===== src/rtl/hazard_pkg.sv =====
// Shared types and helpers for the VeSPA pipeline hazard controller.
package hazard_pkg;

    typedef enum logic [1:0] {
        RUN       = 2'd0,
        STALL     = 2'd1,
        IRQ_ENTRY = 2'd2
    } hazard_state_e;

    localparam int FWD_SEL_RF = 0;

    // The counter holds at most load_lat-1; keep at least one bit so LOAD_LAT=1 still elaborates.
    function automatic int stall_cnt_width(input int load_lat);
        return (load_lat < 2) ? 1 : $clog2(load_lat);
    endfunction

endpackage


===== src/rtl/fwd_select.sv =====
// Operand forwarding select for one read port: youngest matching stage wins.
module fwd_select
    import hazard_pkg::*;
#(
    parameter int  REG_ADDR_W  = 5,
    parameter int  NUM_FWD_SRC = 2,
    localparam int FWD_SEL_W   = $clog2(NUM_FWD_SRC + 1)
) (
    input  logic [REG_ADDR_W-1:0]             src,
    input  logic [NUM_FWD_SRC-1:0]            stg_we,
    input  logic [NUM_FWD_SRC*REG_ADDR_W-1:0] stg_dst,
    output logic [FWD_SEL_W-1:0]              sel
);

    // Scan oldest to youngest so the lowest matching index overrides.
    always_comb begin
        sel = FWD_SEL_W'(FWD_SEL_RF);
        for (int k = NUM_FWD_SRC - 1; k >= 0; k--) begin
            if (stg_we[k] && (stg_dst[k*REG_ADDR_W +: REG_ADDR_W] == src)) begin
                sel = FWD_SEL_W'(k + 1);
            end
        end
    end

endmodule


===== src/rtl/pipeline_hazard_ctrl.sv =====
// Hazard controller: operand forwarding, counted load-use stall and
// non-nesting interrupt entry for the VeSPA pipeline.
module pipeline_hazard_ctrl
    import hazard_pkg::*;
#(
    parameter int  REG_ADDR_W   = 5,
    parameter int  NUM_RD_PORTS = 2,
    parameter int  NUM_FWD_SRC  = 2,
    parameter int  LOAD_LAT     = 1,
    localparam int FWD_SEL_W    = $clog2(NUM_FWD_SRC + 1)
) (
    input  logic                               i_Clk,
    input  logic                               i_Rst,
    input  logic [NUM_RD_PORTS*REG_ADDR_W-1:0] i_DecSrc,
    input  logic [NUM_RD_PORTS-1:0]            i_DecSrcVld,
    input  logic [NUM_RD_PORTS*REG_ADDR_W-1:0] i_ExSrc,
    input  logic [REG_ADDR_W-1:0]              i_ExDst,
    input  logic                               i_ExIsLoad,
    input  logic                               i_BranchTaken,
    input  logic                               i_Jmp,
    input  logic                               i_Reti,
    input  logic                               i_IrqReq,
    input  logic [NUM_FWD_SRC-1:0]             i_StgWe,
    input  logic [NUM_FWD_SRC*REG_ADDR_W-1:0]  i_StgDst,
    output logic [NUM_RD_PORTS*FWD_SEL_W-1:0]  o_FwdSel,
    output logic                               o_FlushFetch,
    output logic                               o_FlushDecode,
    output logic                               o_FlushExecute,
    output logic                               o_Stall,
    output logic                               o_IrqAck
);

    localparam int CNT_W = stall_cnt_width(LOAD_LAT);

    hazard_state_e               state;
    logic [CNT_W-1:0]            stall_cnt;
    logic                        irq_active;
    logic [NUM_RD_PORTS*FWD_SEL_W-1:0] fwd_raw;
    logic                        xfer;
    logic                        detect;

    for (genvar p = 0; p < NUM_RD_PORTS; p++) begin : g_fwd
        fwd_select #(
            .REG_ADDR_W  (REG_ADDR_W),
            .NUM_FWD_SRC (NUM_FWD_SRC)
        ) u_fwd_select (
            .src     (i_ExSrc[p*REG_ADDR_W +: REG_ADDR_W]),
            .stg_we  (i_StgWe),
            .stg_dst (i_StgDst),
            .sel     (fwd_raw[p*FWD_SEL_W +: FWD_SEL_W])
        );
    end

    assign xfer = i_BranchTaken | i_Jmp | i_Reti;

    always_comb begin
        detect = 1'b0;
        for (int p = 0; p < NUM_RD_PORTS; p++) begin
            if (i_DecSrcVld[p] && (i_DecSrc[p*REG_ADDR_W +: REG_ADDR_W] == i_ExDst)) begin
                detect = i_ExIsLoad;
            end
        end
    end

    // RUN-state controls are same-cycle; all outputs are held low during reset.
    always_comb begin
        o_FlushFetch   = 1'b0;
        o_FlushDecode  = 1'b0;
        o_FlushExecute = 1'b0;
        o_Stall        = 1'b0;
        o_IrqAck       = 1'b0;
        unique case (state)
            RUN: begin
                if (xfer) begin
                    o_FlushFetch  = 1'b1;
                    o_FlushDecode = 1'b1;
                end else if (detect) begin
                    o_Stall        = 1'b1;
                    o_FlushExecute = 1'b1;
                end
            end
            STALL: begin
                o_Stall        = 1'b1;
                o_FlushExecute = 1'b1;
                o_FlushFetch   = xfer;
                o_FlushDecode  = xfer;
            end
            IRQ_ENTRY: begin
                o_FlushFetch   = 1'b1;
                o_FlushDecode  = 1'b1;
                o_FlushExecute = 1'b1;
                o_IrqAck       = 1'b1;
            end
            default: ;
        endcase
        if (!i_Rst) begin
            o_FlushFetch   = 1'b0;
            o_FlushDecode  = 1'b0;
            o_FlushExecute = 1'b0;
            o_Stall        = 1'b0;
            o_IrqAck       = 1'b0;
        end
    end

    assign o_FwdSel = i_Rst ? fwd_raw : '0;

    always_ff @(posedge i_Clk or negedge i_Rst) begin
        if (!i_Rst) begin
            state      <= RUN;
            stall_cnt  <= '0;
            irq_active <= 1'b0;
        end else begin
            unique case (state)
                RUN: begin
                    if (xfer) begin
                        if (i_Reti) irq_active <= 1'b0;
                    end else if (detect) begin
                        if (LOAD_LAT > 1) begin
                            stall_cnt <= CNT_W'(LOAD_LAT - 1);
                            state     <= STALL;
                        end
                    end else if (i_IrqReq && !irq_active) begin
                        state <= IRQ_ENTRY;
                    end
                end
                STALL: begin
                    if (xfer) begin
                        stall_cnt <= '0;
                        state     <= RUN;
                        if (i_Reti) irq_active <= 1'b0;
                    end else begin
                        stall_cnt <= stall_cnt - 1'b1;
                        if (stall_cnt <= CNT_W'(1)) state <= RUN;
                    end
                end
                IRQ_ENTRY: begin
                    irq_active <= 1'b1;
                    state      <= RUN;
                end
                default: state <= RUN;
            endcase
        end
    end

endmodule


===== config.mk =====
export PLATFORM = sky130hd
export DESIGN_NAME = pipeline_hazard_ctrl
export DESIGN_NICKNAME = d
export VERILOG_FILES = /design/src/rtl/hazard_pkg.sv /design/src/rtl/fwd_select.sv /design/src/rtl/pipeline_hazard_ctrl.sv
export SDC_FILE = /design/constraint.sdc
export NUM_CORES = 1
export LEC_CHECK = 0
export CAP_MARGIN = 10
export CORE_MARGIN = 2
export CORE_UTILIZATION = 27
export CTS_CLUSTER_SIZE = 12
export DETAILED_ROUTE_END_ITERATION = 6
export PLACE_DENSITY = 0.86
export SLEW_MARGIN = 0
export SYNTH_ARGS = -nofsm -noshare
export SYNTH_HDL_FRONTEND = slang
export SYNTH_SLANG_ARGS = --single-unit

===== constraint.sdc =====
create_clock -name i_Clk -period 1.75 [get_ports i_Clk]
set_clock_uncertainty 0.2 [all_clocks]
set_input_delay 0.4375 -clock i_Clk [delete_from_list [all_inputs] [get_ports i_Clk]]
set_output_delay 0.4375 -clock i_Clk [all_outputs]
set_load 0.005 [all_outputs]

==> impl_metrics.tcl, run 1 <==
set metrics [dict create \
    status "finished, violations left" \
    grt_max_degree 5 \
    die_area_um2 2194 \
    yosysSeqAreaShare_pct 10.10 \
    synth_top_area_share_pct 35.35 \
    utilization_pct 80.00 \
    drc_errors 0 \
    antenna_found_initial 0 \
    tns_ns -2.114 \
    fmax_mhz 471.4 \
    layout-drive-gt1-share_pct 68.09 \
    drt_iter0_markers 5 \
    start_util_pct 28.70 \
    p_leak_nw 0.6730 \
    p_per_area_nw_per_um2 318.8 \
    final_hold_viol_count 0 \
    dr.pass1.iters 3 \
    postCtsHoldBufs 0 \
    die_y_um 46.84 \
    grt.overflow.total 0 \
    worst_hold_path_type "primary input to async pin" \
    fp.coreArea_um2 1727 \
    cts_buffers 3 \
    area_growth_syn_to_layout_pct 178.8 \
    worstPathCellList "buf_6 -> xor2_1 -> nor4_2 -> and3_4 -> buf_6 -> nor4_2 -> buf_2" \
    drv_slew 0 \
    cp-end-kind "output port" \
    path_class "primary input to output port" \
    h-tree-depth 1 \
    clk_pin_slew_ns 0.03 \
    final_common_cell "buf_6" \
    yosysWarnings 0 \
    clock_sinks 2 \
    rsz0062_at_grt "true" \
    synth.distinct_cells 17 \
    vias 801 \
    num_rows 15 \
    crit_family "simple AND/OR/NAND/NOR gates" \
    wl_um 2556 \
    violations "negative setup slack" \
    ant_nets 0 \
    ys_ff_latch 2 \
    cts-root-buf "clkbuf_4" \
    synth_top_area_cell "xnor2_1" \
    cts_tree "yes" \
    synth_area_um2 495.5 \
    cp_slowest_cell "nor4_2" \
    vdd_ir_drop_max_mv 0.2836 \
    grt_usage_pct 21.95 \
    cp_slowest_stage_delay_ns 0.31 \
    final.min_clock_period_ns 2.121 \
    ctsLongestPathBuffers 2 \
    relSlewSlack_pct 81.52 \
    grt_pass1_vias 814 \
    diodes 0 \
    clk_latency_ns 0.24 \
    synth.net_count 107 \
    start_kind "primary input" \
    worstMarginPinSlew_ns 0.2761 \
    syn_inst 61 \
    portBuffers 54 \
    crit_buf_inv 3 \
    cp.required_ns 1.11 \
    finalSetupViolCount 8 \
    gp_congestion 0.7950 \
    path_max_fanout 2 \
    viasPerCell 4.825 \
    setup_ws_ns -0.3715 \
    finalNetCount 189 \
    die_w_um 46.84 \
    io_pins 55 \
    post-route-period-util_pct 121.2 \
    crit_arrival_ns 1.48 \
    wl_per_cell_um 15.40 \
    grt_first_pass_wirelength_um 3387 \
    most-common-layout-cells "23 x buf_6, 19 x buf_4, 19 x buf_2" \
    syn_area_per_cell_um2 8.123 \
    max_cap_violations 0 \
    whs_ns 0.1310 \
    synth.area.top_cells "xnor2_1 35%, xor2_1 18%, dfrtp_1 10%, nand4_1 7.6%, nor4_1 6.3%" \
]
==> path summary, 6_finish.rpt <==
path                       startpoint     endpoint  slack (ns)  depth (start not counted)
max in group asynchronous       i_Rst     state[1]        1.12                          4
max                        i_ExSrc[2]  o_FwdSel[1]       -0.37                          7
min                             i_Rst   irq_active        0.13                          4
min reg2reg                irq_active     state[1]        0.25                          1
max reg2reg                  state[1]     state[1]        0.36                          4
min in group i_Clk         irq_active     state[1]        0.25                          1
==> cells in the mapped netlist (all sizes together) <==
library cell and count:
a21o 1, and2 2, and3 3, buf 1
dfrtp 2, inv 2, nand2 2, nand3 2
nand4 6, nor2b 1, nor4 5, nor4b 1
nor4bb 1, o221ai 1, o22ai 1, xnor2 20
xor2 10
==> what timing repair did <==
action / in CTS / in global routing
gates resized for setup: 218 / 20
setup endpoints to repair: 10 / 9
pin swaps: 39 / 9
buffers inserted: 7 / 3
==> final cells by class <==
cell class                      instances  area (µm²)
Clock buffer                            3       22.52
Fill cell                             111       345.3
Sequential cell                         2       50.05
Inverter                                2       7.507
Multi-Input combinational cell         56       608.1
Tap cell                               25       31.28
Timing Repair Buffer                   78       661.9
==> registers in the layout, indices dropped and copies added (netlist names) <==
register / flops
state: 1
irq_active: 1
==> power breakdown <==
| group | internal (W) | total (W) | switching (W) |
|---|---|---|---|
| clock network | 0.0000761 | 0.000108 | 0.0000321 |
| registers | 0.0000485 | 0.0000495 | 0.00000104 |
| logic | 0.000173 | 0.000283 | 0.000110 |
==> logic make-up after synthesis <==
kind of cell,synth area share (%)
XOR/XNOR,53.03
AND/OR/NAND/NOR,29.30
AO/OA/AOI/OAI,4.547
buffers and inverters,3.031
flip-flops,10.10
==> metal layers <==
layer	routed length [µm]	up-vias	global-route usage [%]
met2	1382	54	46.85
met1	831	363	18.85
li1	-	382	-
met3	326	2	6.538
met4	16	0	6.111
met5	0	-	0
==> stage by stage <==
step           cells  cell area, µm²  setup slack, ns   power, W
2_1_floorplan     61           498.0        -0.004610  0.0001228
3_3_place_gp     153            1167           -1.034  0.0002818
3_5_place_dp     153            1167           -1.110  0.0002882
4_1_cts          163            1308          -0.3255  0.0004172
5_1_grt          166            1381          -0.3974  0.0004581
6_report         166            1381          -0.3715  0.0004403
==> tightest hold or removal path, delay by kind of cell <==
kind,cells,cell delay [ns]
buffers and inverters,4,0.44
Power figures use the tool's default switching activity.
==> run 2, diff against run 1 <==
--- a/config.mk
+++ b/config.mk
@@ -10,7 +10,8 @@
 export CORE_UTILIZATION = 27
 export CTS_CLUSTER_SIZE = 12
 export DETAILED_ROUTE_END_ITERATION = 6
-export PLACE_DENSITY = 0.86
+export PLACE_DENSITY = 0.79
+export SETUP_SLACK_MARGIN = 0.4
 export SLEW_MARGIN = 0
 export SYNTH_ARGS = -nofsm -noshare
 export SYNTH_HDL_FRONTEND = slang
==> impl_metrics.tcl, run 2 (synthesis gave the netlist of run 1 again) <==
set metrics [dict create \
    antenna_found_initial 0 \
    io_pins 55 \
    p_per_area_nw_per_um2 317.3 \
    h-tree-depth 1 \
    grt.overflow.total 0 \
    die_area_um2 2194 \
    vias 896 \
    rr_endpoint "state[1]" \
    dr.pass1.iters 4 \
    crit_top_cell "buf_6" \
    clk_latency_ns 0.23 \
    reg.largest.list "irq_active (1), state (1)" \
    path_class "primary input to output port" \
    drc_errors 0 \
    cp_slowest_cell "o221ai_2" \
    cp.required_ns 1.11 \
    r2r_cells 3 \
    gp_congestion 0.7590 \
    multi_input_area_um2 640.6 \
    ctsLongestPathBuffers 2 \
    crit_arrival_ns 1.59 \
    worstPathCellList "buf_6 -> xnor2_2 -> nand4_1 -> buf_4 -> buf_6 -> buf_6 -> o221ai_2 -> buf_2" \
    relSlewSlack_pct 80.31 \
    start_kind "primary input" \
    p_leak_nw 0.7114 \
    fp.coreArea_um2 1727 \
    vdd_ir_drop_max_mv 0.1671 \
    path_max_fanout 2 \
    diodes 0 \
    stdcell_count 168 \
    postCtsHoldBufs 0 \
    tns_ns -2.614 \
    grt_usage_pct 26.09 \
    grt_max_degree 7 \
    start_util_pct 28.70 \
    cp-end-kind "output port" \
    endpoint "o_FlushExecute" \
    p_total_w 0.0004741 \
    violations "negative setup slack" \
    cts_buffers 3 \
    layout-drive-gt1-share_pct 68.53 \
    dp_hpwl_um 1684 \
    cp_slowest_stage_delay_ns 0.19 \
    most-common-layout-cells "32 x buf_6, 15 x buf_2, 15 x buf_4" \
    preCtsSetupSlack_ns -1.079 \
    area_growth_syn_to_layout_pct 201.5 \
    fmax_mhz 449.9 \
    worstMarginPinSlew_ns 0.2944 \
    wl_um 3293 \
    finalSetupViolCount 8 \
    portBuffers 54 \
    viasPerCell 5.333 \
    cts-root-buf "clkbuf_4" \
    cp-startpoint "i_DecSrc[5]" \
    die_y_um 46.84 \
    clk_pin_slew_ns 0.04 \
    clock_sinks 2 \
    worst_hold_path_type "primary input to async pin" \
    reg2reg_slack_ns 0.38 \
    wl_per_cell_um 19.60 \
    max_cap_violations 0 \
    grt_pass1_vias 870 \
    setup_ws_ns -0.4727 \
    post-route-period-util_pct 127.0 \
    final_hold_viol_count 0 \
    final_common_cell "buf_6" \
    ant_nets 0 \
    rsz0062_at_grt "true" \
    grt_first_pass_wirelength_um 3933 \
    drv_slew 0 \
    cts_tree "yes" \
    register_area_um2 50.05 \
    num_rows 15 \
    dp.cells 154 \
    whs_ns 0.1126 \
    die_w_um 46.84 \
    nFillCells 92 \
    drt_iter0_markers 42 \
    final.min_clock_period_ns 2.223 \
    rr_startpoint "state[1]" \
    status "finished, violations left" \
    finalNetCount 191 \
]
run 2: cell types whose count changed in the layout (fill, tap and decap cells not counted), sizes merged:
cell           delta
buf               +3
clkbuf            -2
clkdlybuf4s15     +1
run 2: repair_timing:
item | 4_1_cts | 5_1_grt
endpoints found under the setup margin | 11 | 10
buffers inserted | 11 | 0
resized for setup | 234 | 16
pin swaps | 36 | 14
cloned | 0 | 0
run 2: power breakdown:
group | leakage, nW | switching, W | internal (W)
registers | 0.0273 | 0.00000288 | 0.0000485
logic | 0.670 | 0.000124 | 0.000194
clock network | 0.0138 | 0.0000290 | 0.0000759
total | 0.711 | 0.000156 | 0.000318
run 2: per-layer routing:
layer	vias to the layer above	part of all wire, %	GRT usage, %
met3	18	11	7.308
met2	75	48	47.67
met4	0	3.3	11.11
met1	422	38	27.82
met5	-	0	0
li1	381	-	-
run 2: through the flow:
stage / cell area (µm²) / utilization, %
floorplan: 556.8 / -
global placement: 1234 / 71.45
detailed placement: 1234 / 71.45
CTS: 1396 / 80.87
global route: 1494 / 86.52
finish: 1494 / 86.52
run 2: how the worst min path moves through the flow:
stage                            end        from  slack (ns)
after floorplan           irq_active       i_Rst       -0.06
after global placement      state[1]  irq_active        0.22
after global routing      irq_active       i_Rst        0.11
after detailed placement    state[1]  irq_active        0.24
final                     irq_active       i_Rst        0.11
after CTS                 irq_active       i_Rst        0.08
run 2: layout make-up:
class,count,area share [%]
multi-input combinational,56,42.88
timing repair buffer,80,49.67
inverter,2,0.5025
tap,25,2.094
clock buffer,3,1.508
sequential,2,3.350
run 2: critical path: cells and delay by family:
kind | cells | cell delay (ns)
buffers and inverters | 5 | 0.65
AO/OA/AOI/OAI | 1 | 0.19
XOR/XNOR | 1 | 0.17
AND/OR/NAND/NOR | 1 | 0.15
